**src/rtl/uart_link_pkg.sv**
```systemverilog
// Shared types and constants for the FPGA-to-Nano UART link scheduler.
package uart_link_pkg;

  typedef enum logic [2:0] {
    ST_IDLE,
    ST_HDR,
    ST_TYPE,
    ST_PAYLOAD,
    ST_CSUM,
    ST_GAP
  } state_e;

  typedef enum logic {
    GNT_IMAGE  = 1'b0,
    GNT_STATUS = 1'b1
  } grant_e;

  localparam logic [7:0] SYNC_BYTE   = 8'hA5;
  localparam logic [7:0] TYPE_IMAGE  = 8'h01;
  localparam logic [7:0] TYPE_STATUS = 8'h02;

  function automatic logic [7:0] type_byte(input grant_e g);
    return (g == GNT_STATUS) ? TYPE_STATUS : TYPE_IMAGE;
  endfunction

endpackage

```
**src/rtl/uart_byte_tx.sv**
```systemverilog
// 8N1 byte serialiser. A start accepted during the last stop-bit cycle chains
// the next byte with no idle time on the line.
module uart_byte_tx #(
  parameter int CLKS_PER_BIT = 5208
) (
  input  logic       clk,
  input  logic       rst,
  input  logic       start,
  input  logic [7:0] data,
  output logic       done,
  output logic       tx
);

  localparam int            CW       = $clog2(CLKS_PER_BIT + 1);
  localparam logic [CW-1:0] CNT_LAST = CW'(CLKS_PER_BIT - 1);

  logic          active_q;
  logic [3:0]    bit_q;     // 0 start, 1..8 data, 9 stop
  logic [CW-1:0] cnt_q;
  logic [7:0]    shf_q;
  logic          tx_q;
  logic          bit_end;

  assign bit_end = active_q && (cnt_q == CNT_LAST);
  assign done    = bit_end && (bit_q == 4'd9);
  assign tx      = tx_q;

  always_ff @(posedge clk) begin
    if (rst) begin
      active_q <= 1'b0;
      bit_q    <= 4'd0;
      cnt_q    <= '0;
      shf_q    <= 8'h00;
      tx_q     <= 1'b1;
    end else if (start && (!active_q || done)) begin
      active_q <= 1'b1;
      bit_q    <= 4'd0;
      cnt_q    <= '0;
      shf_q    <= data;
      tx_q     <= 1'b0;
    end else if (bit_end) begin
      cnt_q <= '0;
      if (bit_q == 4'd9) begin
        active_q <= 1'b0;
        tx_q     <= 1'b1;
      end else begin
        bit_q <= bit_q + 4'd1;
        // entering bit_q+1: data bit bit_q, or the stop bit after data bit 7
        tx_q  <= (bit_q == 4'd8) ? 1'b1 : shf_q[bit_q[2:0]];
      end
    end else if (active_q) begin
      cnt_q <= cnt_q + CW'(1);
    end
  end

endmodule

```
**src/rtl/uart_link_scheduler.sv**
```systemverilog
// Round-robin scheduler of image frames and status words onto one framed,
// checksummed 8N1 UART link.
module uart_link_scheduler
  import uart_link_pkg::*;
#(
  parameter int NUM_PIXELS   = 76800,
  parameter int CLKS_PER_BIT = 5208,
  parameter int GAP_CYCLES   = 5000
) (
  input  logic        clk,
  input  logic        rst,
  input  logic        img_req,
  output logic        img_done,
  output logic [16:0] address,
  input  logic [11:0] pixel,
  input  logic        status_valid,
  input  logic [31:0] status_word,
  output logic        status_ready,
  output logic        uart_out,
  output logic        busy
);

  localparam int            GW       = $clog2(GAP_CYCLES + 1);
  localparam logic [GW-1:0] GAP_LAST = GW'(GAP_CYCLES - 1);
  localparam logic [16:0]   LAST_PIX = 17'(NUM_PIXELS - 1);

  state_e        state_q, state_d;
  grant_e        gnt_q, gnt_d;
  grant_e        last_gnt_q, last_gnt_d;
  logic          stat_pend_q, stat_pend_d;
  logic [31:0]   stat_word_q, stat_word_d;
  logic [7:0]    csum_q, csum_d;
  logic [16:0]   addr_q, addr_d;
  logic          lo_q, lo_d;
  logic [1:0]    bidx_q, bidx_d;
  logic          last_pix_q, last_pix_d;
  logic [7:0]    pix_q, pix_d;
  logic [GW-1:0] gap_q, gap_d;
  logic          img_done_q, img_done_d;

  logic       tx_start, tx_done;
  logic [7:0] tx_data;

  // Next payload byte: index/half selection for the byte about to start.
  logic       first_pl;
  logic [1:0] nxt_idx;
  logic       nxt_lo;
  logic [7:0] nxt_byte;
  logic       pl_last;

  assign first_pl = (state_q == ST_TYPE);
  assign nxt_idx  = first_pl ? 2'd0 : bidx_q + 2'd1;
  assign nxt_lo   = first_pl ? 1'b0 : !lo_q;
  assign nxt_byte = (gnt_q == GNT_STATUS) ? stat_word_q[{~nxt_idx, 3'b000} +: 8]
                  : (nxt_lo ? pix_q : {4'h0, pixel[11:8]});
  assign pl_last  = (gnt_q == GNT_STATUS) ? (bidx_q == 2'd3) : (lo_q && last_pix_q);

  always_comb begin
    state_d     = state_q;
    gnt_d       = gnt_q;
    last_gnt_d  = last_gnt_q;
    stat_pend_d = stat_pend_q;
    stat_word_d = stat_word_q;
    csum_d      = csum_q;
    addr_d      = addr_q;
    lo_d        = lo_q;
    bidx_d      = bidx_q;
    last_pix_d  = last_pix_q;
    pix_d       = pix_q;
    gap_d       = gap_q;
    img_done_d  = 1'b0;
    tx_start    = 1'b0;
    tx_data     = 8'h00;

    if (status_valid && !stat_pend_q) begin
      stat_pend_d = 1'b1;
      stat_word_d = status_word;
    end

    unique case (state_q)
      ST_IDLE: begin
        if (img_req || stat_pend_q) begin
          if (img_req && stat_pend_q)
            gnt_d = (last_gnt_q == GNT_IMAGE) ? GNT_STATUS : GNT_IMAGE;
          else
            gnt_d = stat_pend_q ? GNT_STATUS : GNT_IMAGE;
          last_gnt_d = gnt_d;
          last_pix_d = 1'b0;
          tx_start   = 1'b1;
          tx_data    = SYNC_BYTE;
          state_d    = ST_HDR;
        end
      end
      ST_HDR: begin
        if (tx_done) begin
          tx_start = 1'b1;
          tx_data  = type_byte(gnt_q);
          csum_d   = type_byte(gnt_q);
          state_d  = ST_TYPE;
        end
      end
      ST_TYPE, ST_PAYLOAD: begin
        if (tx_done) begin
          if ((state_q == ST_PAYLOAD) && pl_last) begin
            tx_start = 1'b1;
            tx_data  = csum_q;
            state_d  = ST_CSUM;
          end else begin
            tx_start = 1'b1;
            tx_data  = nxt_byte;
            csum_d   = csum_q + nxt_byte;
            bidx_d   = nxt_idx;
            lo_d     = nxt_lo;
            state_d  = ST_PAYLOAD;
            // Advance the RAM address as the low byte starts, so the next
            // pixel is settled long before its high byte is needed.
            if (gnt_q == GNT_IMAGE) begin
              if (!nxt_lo)                pix_d      = pixel[7:0];
              else if (addr_q == LAST_PIX) last_pix_d = 1'b1;
              else                         addr_d     = addr_q + 17'd1;
            end
          end
        end
      end
      ST_CSUM: begin
        if (tx_done) begin
          state_d = ST_GAP;
          gap_d   = '0;
          addr_d  = '0;
          if (gnt_q == GNT_STATUS) stat_pend_d = 1'b0;
          else                     img_done_d  = 1'b1;
        end
      end
      ST_GAP: begin
        if (gap_q == GAP_LAST) state_d = ST_IDLE;
        else                   gap_d   = gap_q + GW'(1);
      end
      default: state_d = ST_IDLE;
    endcase
  end

  always_ff @(posedge clk) begin
    if (rst) begin
      state_q     <= ST_IDLE;
      gnt_q       <= GNT_IMAGE;
      last_gnt_q  <= GNT_IMAGE;
      stat_pend_q <= 1'b0;
      stat_word_q <= 32'h0;
      csum_q      <= 8'h00;
      addr_q      <= 17'd0;
      lo_q        <= 1'b0;
      bidx_q      <= 2'd0;
      last_pix_q  <= 1'b0;
      pix_q       <= 8'h00;
      gap_q       <= '0;
      img_done_q  <= 1'b0;
    end else begin
      state_q     <= state_d;
      gnt_q       <= gnt_d;
      last_gnt_q  <= last_gnt_d;
      stat_pend_q <= stat_pend_d;
      stat_word_q <= stat_word_d;
      csum_q      <= csum_d;
      addr_q      <= addr_d;
      lo_q        <= lo_d;
      bidx_q      <= bidx_d;
      last_pix_q  <= last_pix_d;
      pix_q       <= pix_d;
      gap_q       <= gap_d;
      img_done_q  <= img_done_d;
    end
  end

  uart_byte_tx #(.CLKS_PER_BIT(CLKS_PER_BIT)) u_tx (
    .clk   (clk),
    .rst   (rst),
    .start (tx_start),
    .data  (tx_data),
    .done  (tx_done),
    .tx    (uart_out)
  );

  assign address      = addr_q;
  assign img_done     = img_done_q;
  assign busy         = (state_q != ST_IDLE);
  assign status_ready = !stat_pend_q;

endmodule

```
**config.mk**
```make
export PLATFORM = sky130hd
export DESIGN_NAME = uart_link_scheduler
export DESIGN_NICKNAME = d
export VERILOG_FILES = /design/src/rtl/uart_link_pkg.sv /design/src/rtl/uart_byte_tx.sv /design/src/rtl/uart_link_scheduler.sv
export SDC_FILE = /design/constraint.sdc
export NUM_CORES = 1
export LEC_CHECK = 0
export BUFFER_PORTS_ARGS = -buffer_cell sky130_fd_sc_hd__buf_4
export CAP_MARGIN = 0
export CORE_MARGIN = 2
export CORE_UTILIZATION = 53
export CTS_CLUSTER_DIAMETER = 60
export DETAILED_ROUTE_END_ITERATION = 12
export MAX_ROUTING_LAYER = met4
export PLACE_DENSITY_LB_ADDON = 0.12
export SYNTH_ARGS = -nofsm -noshare
export SYNTH_HDL_FRONTEND = slang
export SYNTH_SLANG_ARGS = --single-unit
```
**constraint.sdc**
```tcl
create_clock -name clk -period 3.2 [get_ports clk]
set_input_delay 0.32 -clock clk [delete_from_list [all_inputs] [get_ports clk]]
set_output_delay 0.32 -clock clk [all_outputs]
set_load 0.05 [all_outputs]
```
* Yosys cells after proc, flatten, opt, wreduce, memory -nomap -nowiden *
Index checks and enable logic that the tools add are counted.

operators by class
  add/subtract/negate cells = 6
  magnitude comparators = 1
  equal/unequal tests = 22
  shift operators = 1
  mux-type cells = 58
  bitwise operators = 7
  reductions and logical operators = 35

operators with widths
  kind                                            count
  two-way mux 17 bit                              6
  two-way mux 8 bit                               8
  one-hot mux 17 bit (2 select lines)             1
  indexed part select 32 x 6 -> 8 bit             1
  adder 13 x 1 -> 13 bit (second input constant)  2
  == test 13 bit (second input constant)          2
  two-way mux 13 bit                              2
  one-hot mux 13 bit (2 select lines)             1
  two-way mux 1 bit                               25
  one-hot mux 8 bit (3 select lines)              1
  two-way mux 3 bit                               6
  adder 17 x 1 -> 17 bit (second input constant)  1
  == test 17 bit (second input constant)          1
  inequality test 2 bit (second input constant)   8
  one-hot mux 8 bit (2 select lines)              1
  one-hot mux 3 bit (5 select lines)              1
  AND reduction 7 bit                             2
  nonzero test 2 bit                              6
  AND reduction 5 bit                             2
  OR reduction 3 bit                              3
  adder 8 bit                                     1
  == test 4 bit (second input constant)           2
  logical AND 1 bit                               7
  == test 3 x 2 -> 1 bit (second input constant)  2
  other kinds (20)                                38

word-level totals
  flip-flop bits (word level) = 115
  input port bits = 48

* Depth between registers and ports, before layout *
  depth in word-level cells = 9
  depth in mapped cells = 16
  mapped depth without buffers = 14

* By module *
From an unflattened synthesis, not the netlist that was laid out.

unflattened totals
  cells, all modules = 707
  area total of the unflattened synthesis = 5885.6 sq um

by module, submodules not included
  module               times used  cells each  area each (sq um)  seq. area each (sq um)
  uart_link_scheduler  1           560         4541.9             1761.7
  uart_byte_tx         1           147         1343.8             540.5

* Least setup slack after synthesis *
Ideal clock, no wire load.

  path kind = register to register
  start = reg bidx_q[0]
  end = reg csum_q[7]
  library setup time = 74 ps
  arrival time = 3137 ps
  required time = 3126 ps
  path slack = -12 ps
  cell stages (with the launch flop) = 15
  clock period less this slack = 3212 ps
  path through = dfxtp_1 > ha_1 > buf_2 > nand2b_1 > and2_1 > clkbuf_1 > o221ai_1 > o21ai_0 > ha_1 > a21oi_1 > o211ai_1 > o41ai_1 > xnor2_1 > or4_1 > a31oi_1

on the way
  cells in the longest elaborated chain, start to end = 9

ends and longest elaborated chain
  element                              line                        source
  start, declared                      uart_link_scheduler.sv:35   logic [1:0] bidx_q, bidx_d;
  start signal, assigned               uart_link_scheduler.sv:166  bidx_q <= bidx_d;
  adder 2 x 1 -> 2 bit                 uart_link_scheduler.sv:52   assign nxt_idx = first_pl ? 2'd0 : bidx_q + 2'd1;
  two-way mux 2 bit                    uart_link_scheduler.sv:52
  NOT 2 bit                            uart_link_scheduler.sv:54   assign nxt_byte = (gnt_q == GNT_STATUS) ? stat_word_q[{~nxt_idx, 3'b000} +: 8]
  indexed part select 32 x 6 -> 8 bit  uart_link_scheduler.sv:54
  two-way mux 8 bit                    uart_link_scheduler.sv:54
  adder 8 bit                          uart_link_scheduler.sv:111  csum_d = csum_q + nxt_byte;
  two-way mux 8 bit                    uart_link_scheduler.sv:104  if ((state_q == ST_PAYLOAD) && pl_last) begin
  two-way mux 8 bit                    uart_link_scheduler.sv:103  if (tx_done) begin
  one-hot mux 8 bit (2 select lines)   uart_link_scheduler.sv:80   unique case (state_q)
  end signal, assigned                 uart_link_scheduler.sv:163  csum_q <= csum_d;
  end, declared                        uart_link_scheduler.sv:32   logic [7:0] csum_q, csum_d;

Several ways; a longest one is shown, not always the timed one. The select of a mux whose other input is x is not followed.
A chain may end at the register's enable or synchronous reset.

* Worst setup path after layout *
  start = reg bidx_q[1]
  end = reg csum_q[7]

The elaborated chain is that of the path after synthesis.

==> impl_summary.md <==
Place
Detailed placement ended at an HPWL of 10100 um. The port buffer count is 68. The congestion estimate from routability-driven global placement came to 0.928.

The post-placement cell count is 883.

Floorplan
Once the floorplan was initialized, standard cells occupied 54.0% of the core. The number of primary I/O pins is 69. The die area is 0.0119 mm^2. The die is 109 um wide. The total area inside the core boundary comes to 0.0108 mm^2. From bottom edge to top edge, the die measures 109 um. The site row count is 38.

Global routing
The first global-routing pass estimated 23200 um of wire. The via count of the first global-routing pass was 4897. The overall track demand over capacity in global routing is 26.1%. The initial antenna violation count is 0. The total overflow left after global routing is 0. Entering global routing, the biggest net connects 66 pins.

STA
In this run the tightest slew margin relative to its limit is 30.2%. The worst path needs 3.09 ns of the cycle, external delays included. The maximum clock rate is 0.324 GHz. The final count of pins violating max slew is 0. The worst-margin pin slew is 1.04 ns. Between clock sinks in the finished design, the worst skew comes to 0.00778 ns. The count of endpoints failing hold in the final timing report is 0. The ratio of final minimum period to clock period is 96.4%. The final setup TNS is 0 ns. The number of setup violations in the final report is 0.

Cells and area
The number of standard cells in the final layout excluding fillers is 919. In the final design database the tool counted 830 nets. The total area of multi-input combinational cells is 0.00344 mm^2.

The area growth from synthesis to layout is 24.1%. The area taken by flip-flops and latches is 0.00231 mm^2. Of the cells placed in the final design, the portion with a size suffix greater than 1 is 22.6%. The total of fill cells in the finished design is 893.

The final antenna diode count is 0.

Logic synthesis
The main flop type after synthesis is dfxtp_1. After synthesis, the share of flip-flops with an asynchronous set or reset is 0%. The number of nets handed over by synthesis was 750.

The number of synthesized flops with an enable pin is 0. The portion of the post-synthesis area used by sequential elements is 39.5%. The share of Yosys cell area claimed by the top area cell type is 39.5%. The synthesized netlist contains 75 unique library cells.

Synthesis inferred 115 register bits. The area of the mapped netlist is 0.00583 mm^2. Synthesis produced 687 cells. The per-instance average area after synthesis is 8.49 um^2.

Sorting the synthesized cells by area gives the leading types as dfxtp_1 (39%), nand2_1 (7.1%), a21oi_1 (5.1%). The total number of yosys warnings is 0. The post-synthesis cell type with the largest combined area is dfxtp_1.

Detailed routing
The number of DRC markers in iteration 0 is 396. The routed layout has 5248 vias. The post-route DRC violation count is 0. After detailed routing, the average wire length per cell comes to 15.8 um. The first TritonRoute pass finished after 5 iterations. The total routed wirelength is 14500 um. The number of vias per cell after detailed routing is 5.71.

The count of nets left with antenna violations after detail routing is 0.

CTS
For the worst-skew pair, the clock arrives at the later sink with an insertion delay of 0.53 ns. TritonCTS built the clock tree. The cell sitting at the root of the clock tree is a clkbuf_8. The number of buffers on the longest clock path is 2. The number of buffers inserted during clock tree synthesis is 17. Clock-pin slew was measured on the worst setup and hold paths at 0.05 ns. The level count of the clock H-tree is 4. The clock drives 115 sinks.

Critical path
The largest fanout of any net on the critical path is 8. The largest single stage delay on the critical path is 0.41 ns. The kind of start point of the critical path is a flip-flop. Data on the critical path arrives at its endpoint at 3.54 ns. The startpoint-to-endpoint class of the critical path is flip-flop to flip-flop. The signal on the critical path passes through ha_4 > mux2_2 > o22ai_2 > a2bb2oi_1 > mux2_2 > ha_4 > nand3_1 > o211ai_1 > o41ai_2 > xnor2_1 > or4_1 > a31oi_1.

The kind of capture point of the worst setup path is a flip-flop. The slowest stage of the critical path is the or4_1 cell. For the worst setup path, the data required time is 3.65 ns.

Power and ir drop
The share of total power dissipated in the clock network is 48.5%. Cell internal power was estimated by the tool at 0.00265 W. The leakage power is 2.79 nW. Dividing total power by cell area gives a power density of 477 mW/mm^2.

IR analysis of the VDD net gives a maximum drop of 0.000438 V. The fraction of power consumed by combinational cells is 7.8%. The switching component of the power is 0.000802 W. The net switching fraction of the power is 23.2%. The sequential cell fraction of total power is 43.7%.

Hold path
The min-delay analysis places its worst path in the category primary input to flip-flop.

Run
Across the run, the number of max-cap violations was 0.

Status
The flow ran to the end, and the final reports show no timing, DRC or antenna violations.
worst paths after layout:
| check | startpoint | to | slack, ns | cells past startpoint |
|---|---|---|---|---|
| worst max-delay path | bidx_q[1] | csum_q[7] | 0.11 | 12 |
| worst min-delay path | pixel[7] | pix_q[7] | 0.03 | 3 |
| worst max register to register | bidx_q[1] | csum_q[7] | 0.11 | 12 |
| worst min register to register | stat_word_q[2] | stat_word_q[2] | 0.45 | 2 |
repair_timing:
item                                    in CTS  in global routing
hold buffers                                 1                  0
pin swaps                                    2                  9
resized for setup                            3                 33
endpoints found under the hold margin        1                  0
endpoints found under the setup margin       2                  3
setup buffers                                1                  3
cells by family after synthesis:
logic type	after synthesis	synth area share [%]
simple gates	290	25.0
compound gates	149	16.7
flops	115	39.5
buf+inv	53	4.44
xor+xnor	35	5.26
mux	30	5.77
fa+ha+maj	15	3.35
sequential cells by signal, summed over array words and instances, names as in the netlist:
name and count:
lo_q 1, csum_q 8, bidx_q 2, stat_pend_q 1, address 17, state_q 3, pix_q 8, u_tx.tx 1
u_tx.bit_q 4, img_done 1, u_tx.active_q 1, u_tx.cnt_q 13, gap_q 13, stat_word_q 32, u_tx.shf_q 8, last_gnt_q 1
last_pix_q 1
routing by layer:
| layer | up-vias | wire, um | global-route usage [%] |
|---|---|---|---|
| li1 | 2614 | - | - |
| met1 | 2451 | 6480 | 31.8 |
| met2 | 162 | 6970 | 41.1 |
| met3 | 21 | 788 | 6.63 |
| met4 | 0 | 269 | 10.6 |
| met5 | - | 0 | - |
metrics by stage:
step | hold slack (ns) | total power (W) | setup slack (ns) | area, um^2 | util [%]
after floorplan | 0.429 | 0.00169 | 0.0344 | 5840 | -
after global placement | 0.446 | 0.00179 | 0.0754 | 6520 | 60.4
after detailed placement | 0.448 | 0.00179 | -0.00776 | 6520 | 60.4
after CTS | 0.000825 | 0.00347 | 0.00184 | 7060 | 65.4
after global routing | 0.0146 | 0.00358 | -0.0448 | 7240 | 67.0
final | 0.0293 | 0.00345 | 0.114 | 7240 | 67.0
critical path: cells and delay by family (launching register included):
| family | cells | cell delay, ns |
|---|---|---|
| mux | 2 | 0.65 |
| simple gates | 2 | 0.51 |
| xor+xnor | 1 | 0.13 |
| fa+ha+maj | 2 | 0.55 |
| flops | 1 | 0.34 |
| compound gates | 5 | 0.83 |
cells in the mapped netlist (3+ instances only):
cell type  count
o22ai_1        7
buf_2          5
nand4_1       10
o31ai_1        7
or3_1          7
mux2i_1       19
a21oi_1       59
xor2_1        16
nand2_1      111
nor3_1        13
a32oi_1        3
clkbuf_1      22
nor3b_1        4
and2_1         4
o211ai_1       5
mux2_2         9
nor4_1         3
buf_6          3
a311oi_1       3
o21a_1         3
nand3_1       15
o21ai_0       20
nand3b_1       4
a221oi_1       3
a22oi_1        3
or4_1          8
o221ai_1       4
inv_1         19
and3_1         5
nor4b_1        3
a211oi_1       3
a31oi_1        5
xnor2_1       19
nor2b_1        5
dfxtp_1      115
ha_1          14
nor2_1        76
power groups by stage:
| stage | logic, W | registers [W] | clock network [W] |
|---|---|---|---|
| floorplan | 0.000159 | 0.00153 | 0 |
| global placement | 0.000254 | 0.00153 | 0 |
| detailed placement | 0.000258 | 0.00153 | 0 |
| CTS | 0.000261 | 0.00150 | 0.00171 |
| global route | 0.000298 | 0.00151 | 0.00177 |
| finish | 0.000269 | 0.00151 | 0.00168 |
cell type report:
class	count	area share, %
inverters	19	0.986
clock buffers	26	6.47
repair buffers	95	9.99
flip-flops and latches	115	31.9
multi-input cells	519	47.5
clock inverters	5	0.726
well taps	140	2.42
placed cells by master, fill, tap and decap left out, drive strengths merged, types with 14 or more instances in the layout:
cell,instances
inv,19
nor3,17
xnor2,19
nand2,111
a21oi,59
buf,94
clkbuf,26
xor2,16
nand3,15
nor2,76
dfxtp,115
o21ai,23
ha,14
mux2i,19
Note: power is estimated with default switching activity, not from simulation.
